File: src/rtl/tape_encoder.sv
// tape_encoder -- cassette output encoder.
//
// Takes bytes through a valid/ready handshake. One byte can wait in a holding
// buffer while another is being shifted out. Each byte goes out MSB first as a
// pulse-position waveform:
//   - every bit cell starts with a clock pulse of PULSE ticks;
//   - a '1' bit adds a data pulse of PULSE ticks at mid-cell.
// The waveform only advances on clocks where ce=1.
//
// Parameters
//   CELL   ce ticks per bit cell (even, >= 4)
//   PULSE  ce ticks per pulse (1 <= PULSE < CELL/2)
//
// Ports
//   clock  in   system clock, all logic on posedge
//   reset  in   synchronous active-high reset
//   ce     in   tick enable for the waveform timing
//   d      in   byte to send
//   valid  in   d is offered this clock
//   ready  out  holding buffer empty; byte accepted when valid && ready
//   busy   out  buffer full or shifter active
//   tape   out  encoded waveform (registered)

module tape_encoder #(
   parameter int CELL  = 1760,
   parameter int PULSE = 220
) (
   input  logic       clock,
   input  logic       reset,
   input  logic       ce,
   input  logic [7:0] d,
   input  logic       valid,
   output logic       ready,
   output logic       busy,
   output logic       tape
);

   // Tick counter is at least 16 bits wide, wider only if CELL needs it.
   localparam int TW = ($clog2(CELL) > 16) ? $clog2(CELL) : 16;

   localparam logic [TW-1:0] CELL_LAST = TW'(CELL - 1);
   localparam logic [TW-1:0] PULSE_T   = TW'(PULSE);
   localparam logic [TW-1:0] HALF_T    = TW'(CELL / 2);
   localparam logic [TW-1:0] HALF_END  = TW'(CELL / 2 + PULSE);

   typedef enum logic {IDLE, SEND} state_t;

   state_t          state_reg;
   logic [7:0]      hold_reg;
   logic            hold_full_reg;
   logic [7:0]      sh_reg;
   logic [2:0]      bit_reg;
   logic [TW-1:0]   tick_reg;
   logic            tape_reg;

   logic [TW-1:0]   tick_next;
   logic            wave_next;
   logic [7:0]      sh_shifted;

   // Shifter contents after a left shift by one (zero fill).
   assign sh_shifted[0] = 1'b0;
   generate
      for (genvar gi = 1; gi < 8; gi++) begin : g_shift
         assign sh_shifted[gi] = sh_reg[gi-1];
      end
   endgenerate

   // The waveform level is decided from the tick the counter is about to
   // enter, so the registered tape lines up with that tick.
   always_comb begin
      tick_next = (tick_reg == CELL_LAST) ? '0 : tick_reg + TW'(1);
      wave_next = 1'b0;
      if (tick_next < PULSE_T)
         wave_next = 1'b1;
      else if (tick_next >= HALF_T && tick_next < HALF_END)
         wave_next = sh_reg[7];
   end

   always_ff @(posedge clock) begin
      if (reset) begin
         state_reg     <= IDLE;
         hold_reg      <= '0;
         hold_full_reg <= 1'b0;
         sh_reg        <= '0;
         bit_reg       <= '0;
         tick_reg      <= '0;
         tape_reg      <= 1'b0;
      end else begin
         // Accept runs on every clock. It requires an empty buffer while the
         // transfer below requires a full one, so they never collide.
         if (valid && !hold_full_reg) begin
            hold_reg      <= d;
            hold_full_reg <= 1'b1;
         end

         if (ce) begin
            case (state_reg)
               IDLE: begin
                  tape_reg <= 1'b0;
                  if (hold_full_reg) begin
                     sh_reg        <= hold_reg;
                     hold_full_reg <= 1'b0;
                     bit_reg       <= 3'd7;
                     tick_reg      <= '0;
                     state_reg     <= SEND;
                     tape_reg      <= 1'b1;
                  end
               end

               SEND: begin
                  tick_reg <= tick_next;
                  tape_reg <= wave_next;
                  if (tick_reg == CELL_LAST) begin
                     if (bit_reg != 3'd0) begin
                        sh_reg  <= sh_shifted;
                        bit_reg <= bit_reg - 3'd1;
                     end else if (hold_full_reg) begin
                        // Chain straight into the next byte with no gap.
                        sh_reg        <= hold_reg;
                        hold_full_reg <= 1'b0;
                        bit_reg       <= 3'd7;
                        tape_reg      <= 1'b1;
                     end else begin
                        state_reg <= IDLE;
                        tape_reg  <= 1'b0;
                     end
                  end
               end

               default: state_reg <= IDLE;
            endcase
         end
      end
   end

   assign ready = !hold_full_reg;
   assign busy  = hold_full_reg || (state_reg == SEND);
   assign tape  = tape_reg;

endmodule

File: config.mk
export PLATFORM = sky130hd
export DESIGN_NAME = tape_encoder
export DESIGN_NICKNAME = d
export VERILOG_FILES = /design/src/rtl/tape_encoder.sv
export SDC_FILE = /design/constraint.sdc
export NUM_CORES = 1
export LEC_CHECK = 0
export CAP_MARGIN = 20
export CORE_MARGIN = 1.5
export CORE_UTILIZATION = 58
export DETAILED_ROUTE_END_ITERATION = 10
export PLACE_DENSITY = 0.82
export RECOVER_POWER = 100
export SLEW_MARGIN = 20
export SYNTH_ARGS = -nofsm -noshare
export SYNTH_HDL_FRONTEND = slang
export SYNTH_SLANG_ARGS = --single-unit
File: constraint.sdc
create_clock -name clock -period 3.1 [get_ports clock]
set_input_delay 0.775 -clock clock [delete_from_list [all_inputs] [get_ports clock]]
set_output_delay 0.775 -clock clock [all_outputs]
set_load 0.01 [all_outputs]
### Word level (Yosys, flattened, before mapping)

Cells that the tools add are included.

| word-level totals | value |
|---|---|
| logic and storage cells | 49 |
| input bits | 12 |
| register bits | 38 |

| operators by class | value |
|---|---|
| order comparisons | 3 |
| bitwise gates (word level) | 1 |
| add/sub/neg operators | 2 |
| reduce and logical (&&, ||, !) cells | 7 |
| equal/unequal tests | 3 |
| multiplexer cells | 26 |

Operators with widths:

| operator | count |
|---|---|
| two-way mux 16 bit | 2 |
| case mux 16 bit (2 select lines) | 1 |
| two-way mux 8 bit | 3 |
| adder 16 x 1 -> 16 bit (second input constant) | 1 |
| equality test 16 x 11 -> 1 bit (second input constant) | 1 |
| greater-or-equal comparator 16 x 10 -> 1 bit (second input constant) | 1 |
| less-than comparator 16 x 11 -> 1 bit (second input constant) | 1 |
| less-than comparator 16 x 8 -> 1 bit (second input constant) | 1 |
| case mux 8 bit (2 select lines) | 1 |
| two-way mux 1 bit | 12 |
| two-way mux 3 bit | 3 |
| case mux 1 bit (2 select lines) | 3 |
| case mux 3 bit (2 select lines) | 1 |
| AND reduction 2 bit | 2 |
| nonzero test 3 bit | 1 |
| subtractor 3 x 1 -> 3 bit (second input constant) | 1 |
| logical AND 1 bit | 2 |
| inequality test 2 x 1 -> 1 bit (second input constant) | 1 |
| inequality test 2 bit (second input constant) | 1 |
| logical NOT 1 bit | 1 |
| logical OR 1 bit | 1 |
| NOT 1 bit | 1 |

### Depth between registers and ports, before layout

| depth | value |
|---|---|
| word-level depth | 9 |
| mapped depth | 8 |

### Worst setup path after synthesis

No wires, ideal clock.

| timing | value |
|---|---|
| path kind | reg2reg |
| start point | register tick_reg[5] |
| end point | register tape_reg (netlist: tape) |
| data arrival time | 2.070 ns |
| slack | 0.929 ns |
| stages on the path, launching flop included | 7 |
| setup time | 0.101 ns |
| buffers on the path | 1 |
| required time | 2.999 ns |
| path through | dfxtp_1 or4_1 or4_4 buf_2 a21oi_2 a41oi_1 o41ai_1 |

| on the way | value |
|---|---|
| longest elaborated chain between the ends | 9 |
| elaborated cells between the ends (all ways) | 12 |
| classes of those cells | add/sub: 1; order compare: 3; eq/ne: 1; mux: 6; reduce/logical: 1 |

Ends and longest elaborated chain:

| element | line | text |
|---|---|---|
| from (decl) | 53 | `logic [TW-1:0] tick_reg;` |
| from (signal assigned) | 111 | `tick_reg <= tick_next;` |
| adder 16 x 1 -> 16 bit / equality test 16 x 11 -> 1 bit (equally long branches) | 71, 113 |  |
| two-way mux 16 bit | 71 | `tick_next = (tick_reg == CELL_LAST) ? '0 : tick_reg + TW'(1);` |
| greater-or-equal comparator 16 x 10 -> 1 bit / less-than comparator 16 x 11 -> 1 bit (equally long branches) | 75 | `else if (tick_next >= HALF_T && tick_next < HALF_END)` |
| logical AND 1 bit | 75 |  |
| two-way mux 1 bit | 75 |  |
| two-way mux 1 bit | 73 | `if (tick_next < PULSE_T)` |
| two-way mux 1 bit | 114 | `if (bit_reg != 3'd0) begin` |
| two-way mux 1 bit * | 113 | `if (tick_reg == CELL_LAST) begin` |
| case mux 1 bit (2 select lines) * | 97 | `case (state_reg)` |
| to (signal assigned) | 112 | `tape_reg <= wave_next;` |
| to (decl) | 54 | `logic tape_reg;` |

Mark *: on every way between the ends. The rest lies on a longest branch, timed or not.
A chain may end at the register's enable or synchronous reset.

### Final worst setup path

| timing | value |
|---|---|
| start point | register tick_reg[5] |
| end point | register sh_reg[4] |

| on the way | value |
|---|---|
| longest elaborated chain between the ends | 3 |

Ends and longest elaborated chain:

| element | line | text |
|---|---|---|
| equality test 16 x 11 -> 1 bit | 113 |  |
| inequality test 2 x 1 -> 1 bit (no line) | n/a |  |
| AND reduction 2 bit (no line) | n/a |  |
| to (signal assigned) | 101 | `sh_reg <= hold_reg;` |
| to (signal assigned) | 115 | `sh_reg <= sh_shifted;` |
| to (signal assigned) | 119 | `sh_reg <= hold_reg;` |
| to (decl) | 51 | `logic [7:0] sh_reg;` |

Every way passes these cells.

==> metrics.md <==
| Metric | Value |
|---|---|
| Routed len/inst | `14.4 um` |
| RSZ-0062 raised after global routing | `false` |
| Max reg flops | `16` |
| Most frequent CP cell | `or4_1` |
| Crit Path Max Fanout | `14` |
| Antenna violations before repair | `0` |
| Tmin final | `2.74 ns` |
| Worst setup EP type | `register` |
| Hold Buf Count CTS | `0` |
| Critical Path End | `sh_reg[4]$_SDFFE_PP0P_` |
| Post-synthesis area per instance | `7.78 um2` |
| Crit path DAT | `roughly 2.9 ns` |
| PostCTS Resize Cnt | `0` |
| GRT overflow | `0` |
| Sw Share | `0.237` |
| Final period util | `0.883` |
| Crit Path Class | `reg -> reg` |
| Reg-to-Reg Start | `tick_reg[5]$_SDFFE_PP0P_` |
| Post-Synth Adder-Cell Area | `0.0175` |
| Slew @ Worst Pin | `around 0.70 ns` |
| Drt first-iter violations | `210` |
| Post-synthesis sequential area ratio | `0.354` |
| Psw | `252 uW` |
| Largest family of logic cells by synthesized area | `simple AND/OR/NAND/NOR gates` |
| DP Area | `0.00234 mm2` |
| Register bit count reported by yosys | `38` |
| Buffers on Ports | `14` |
| TritonCTS clock tree | `yes` |
| Setup Buffers After CTS | `0` |
| Post-synth EDFFs | `0` |
| Yosys cell types | `50` |
| Die Area | `0.00408 mm2` |
| Mux cell area share after synthesis | `0.0472` |
| Worst path cell trace | `or4_1 -> or4_1 -> a21boi_2 -> a21boi_4 -> nor2_1 -> a211oi_1` |
| Worst R2R End | `sh_reg[4]$_SDFFE_PP0P_` |
| # rows | `21` |
| Final wirelength | `4840 um` |
| Vias post-DR | `~2.0k` |
| Cell internal pwr | `813 uW` |
| Chip width | `63.9 um` |
| DP HPWL | `3370 um` |
| CP max-delay cell | `or4_1` |
| Final Hold Viols | `0` |
| Max transition margin | `0.528` |
| Global-route wire length before repair | `8340 um` |
| Drt pass-1 iters | `4` |
| Io pins | `15` |
| Area leader, netlist | `dfxtp_1` |
| Largest net degree at the start of global routing | `39` |
| Dominant cells by area after synthesis | `dfxtp_1 35%, nor2_1 7.3%, o21ai_0 4.9%` |
| H-Tree Depth | `2` |
| Synth Area in Simple Gates | `0.286` |
| Die height | `63.9 um` |
| Area Growth Syn to Fin | `13.2%` |
| CTS clock-pin slew for the worst setup and hold paths | `around 0.070 ns` |
| Via count of the first global-routing pass | `1,872` |
| N_diodes | `0` |
| Final setup violation count | `0` |
| Post-synthesis xor/xnor area fraction | `0.0285` |
| Maximum vdd drop | `0.397 mV` |
| Startpoint Class | `register` |
| Critical path required time | `around 3.3 ns` |
| Power density over the cells | `438 mW/mm2` |
| Synth top area share | `0.354` |
| FMAX | `~0.37 GHz` |
| Hold crit path type | `reg -> reg` |
| Slowest stage delay, CP | `0.73 ns` |
| Final worst clock skew | `~0.006 ns` |
| Clock power share | `0.381` |
| Final TNS setup | `0 ns` |
| Clock sink count | `38` |
| NumNets Final | `303` |
| Post-route cell area | `0.00243 mm2` |
| DR vias/cell | `6.08` |
| Compound-Gate Fraction of Synth Area | `0.225` |
| Pleak | `0.000859 uW` |
| Share of power burned in registers | `0.491` |
| Reg2Reg Depth | `6` |
| Num CTS Buffers | `5` |
| Core footprint | `0.00344 mm2` |
| Root Driver | `clkbuf_8` |
| Clock Latency Late Sink | `between 0.2 and 0.3 ns` |
| Post-synth ARST share | `0` |
| Post-Syn Area | `0.00215 mm2` |
| Net Count, Synth | `just under 300` |
| Status | `completed` |
| Fillers | `279` |
| Detailed-route DRC error count | `0` |
| Routed Antenna Nets | `0` |
| Layout cells sized above 1 | `0.0588` |
| GP Congestion | `roughly 0.89` |
| Synth Flop Type | `dfxtp_1` |
| Clock tree buffer depth | `2` |
| Overall routing resource usage | `0.257` |
| Yosys warns | `0` |
| Flop2flop setup slack | `0.36 ns` |
| Combinational share of power | `0.129` |
| Worst hold slack | `0.484 ns` |
| Cells after Synth | `276` |
| Worst Setup SP | `tick_reg[5]$_SDFFE_PP0P_` |
| Initial Util | `0.624` |
| Final Max Tran Viols | `0` |
| Max_cap viols | `0` |
synthesized netlist by cell type, types with 2 or more instances:
master and number:
a211oi_1 7, a21oi_1 12, a22oi_1 7, a311oi_1 2, a31oi_1 2, a32oi_1 2, and2_1 5, and3_1 2
buf_2 2, clkbuf_1 14, dfxtp_1 38, ha_1 3, inv_1 6, mux2i_1 9, nand2_1 21, nand2b_1 2
nand3_1 9, nand3b_1 2, nand4_1 7, nor2_1 42, nor2b_1 5, nor3_1 7, nor3b_1 2, nor4_1 2
o211ai_1 3, o21ai_0 21, o21bai_1 3, o2bb2ai_1 2, or3_1 11, xnor2_1 5, xor2_1 2
cells in the final DEF, fill, tap and decap left out, types with 3 or more instances in the layout:
cell,instances
mux2i_1,9
xnor2_1,5
o21bai_1,3
ha_1,3
a211oi_1,7
o211ai_1,3
clkbuf_8,5
dfxtp_1,38
nor2_1,42
buf_4,5
nor2b_1,5
nor3_1,7
clkdlybuf4s50_1,9
dlygate4sd3_1,5
nand2_1,21
inv_1,6
nand4_1,7
clkbuf_1,4
a21oi_1,12
and2_1,5
or3_1,11
nand3_1,9
o21ai_0,21
a22oi_1,7
logic make-up after synthesis:
group,Yosys count
muxes,10
xor gates and xnor gates,7
DFF,38
and+or+nand+nor,123
adders and majority gates,3
AOI/OAI and AO/OA,72
buffers and inverters,23
worst min-delay path by stage:
stage / cells after the start / to / start / slack, ns
2_1_floorplan: 2 / sh_reg[0]$_SDFFE_PP0P_ / hold_reg[0]$_SDFFE_PP0P_ / 0.43
3_3_place_gp: 2 / sh_reg[0]$_SDFFE_PP0P_ / hold_reg[0]$_SDFFE_PP0P_ / 0.46
3_5_place_dp: 2 / sh_reg[0]$_SDFFE_PP0P_ / hold_reg[0]$_SDFFE_PP0P_ / 0.47
4_1_cts: 2 / sh_reg[0]$_SDFFE_PP0P_ / hold_reg[0]$_SDFFE_PP0P_ / 0.48
5_1_grt: 1 / bit_reg[0]$_SDFFE_PP0P_ / bit_reg[0]$_SDFFE_PP0P_ / 0.51
6_report: 2 / sh_reg[0]$_SDFFE_PP0P_ / hold_reg[0]$_SDFFE_PP0P_ / 0.48
per-layer routing:
| metal | GRT usage | routed length, um | up-vias |
|---|---|---|---|
| met1 | 0.353 | 2360 | 947 |
| li1 | - | - | 1018 |
| met4 | 0.0815 | 48 | 0 |
| met5 | 0 | 0 | - |
| met3 | 0.0511 | 248 | 7 |
| met2 | 0.404 | 2180 | 66 |
through the flow:
step | std cells | utilization | power [uW] | setup WS, ns
after floorplan | 276 | - | 621 | 0.929
after global placement | 327 | 0.679 | 668 | 0.616
after detailed placement | 327 | 0.679 | 672 | 0.539
after CTS | 335 | 0.710 | 1070 | 0.528
after global routing | 335 | 0.706 | 1110 | 0.175
final | 335 | 0.706 | 1060 | 0.364
power by group through the flow:
stage               sequential (uW)  clock, uW  combinational (uW)
floorplan                       531          0                90.0
global route                    525        432                 153
global placement                533          0                 135
finish                          522        405                 137
detailed placement              533          0                 139
CTS                             522        412                 140
critical path, delay by kind of cell, from the launching register on:
family,cells,cell delay (ns)
AND/OR/NAND/NOR,3,1.40
AO/OA/AOI/OAI,3,0.80
flip-flops,1,0.45
area by class of cell:
class	count	area [um2]	area share
Multi-Input combinational cell	215	1290	0.533
Sequential cell	38	761	0.313
Timing Repair Buffer	21	185	0.0762
Clock buffer	7	76.3	0.0314
Tap cell	46	57.6	0.0237
Clock inverter	1	30.0	0.0124
Inverter	7	26.3	0.0108
(Power assumes the default switching activity.)
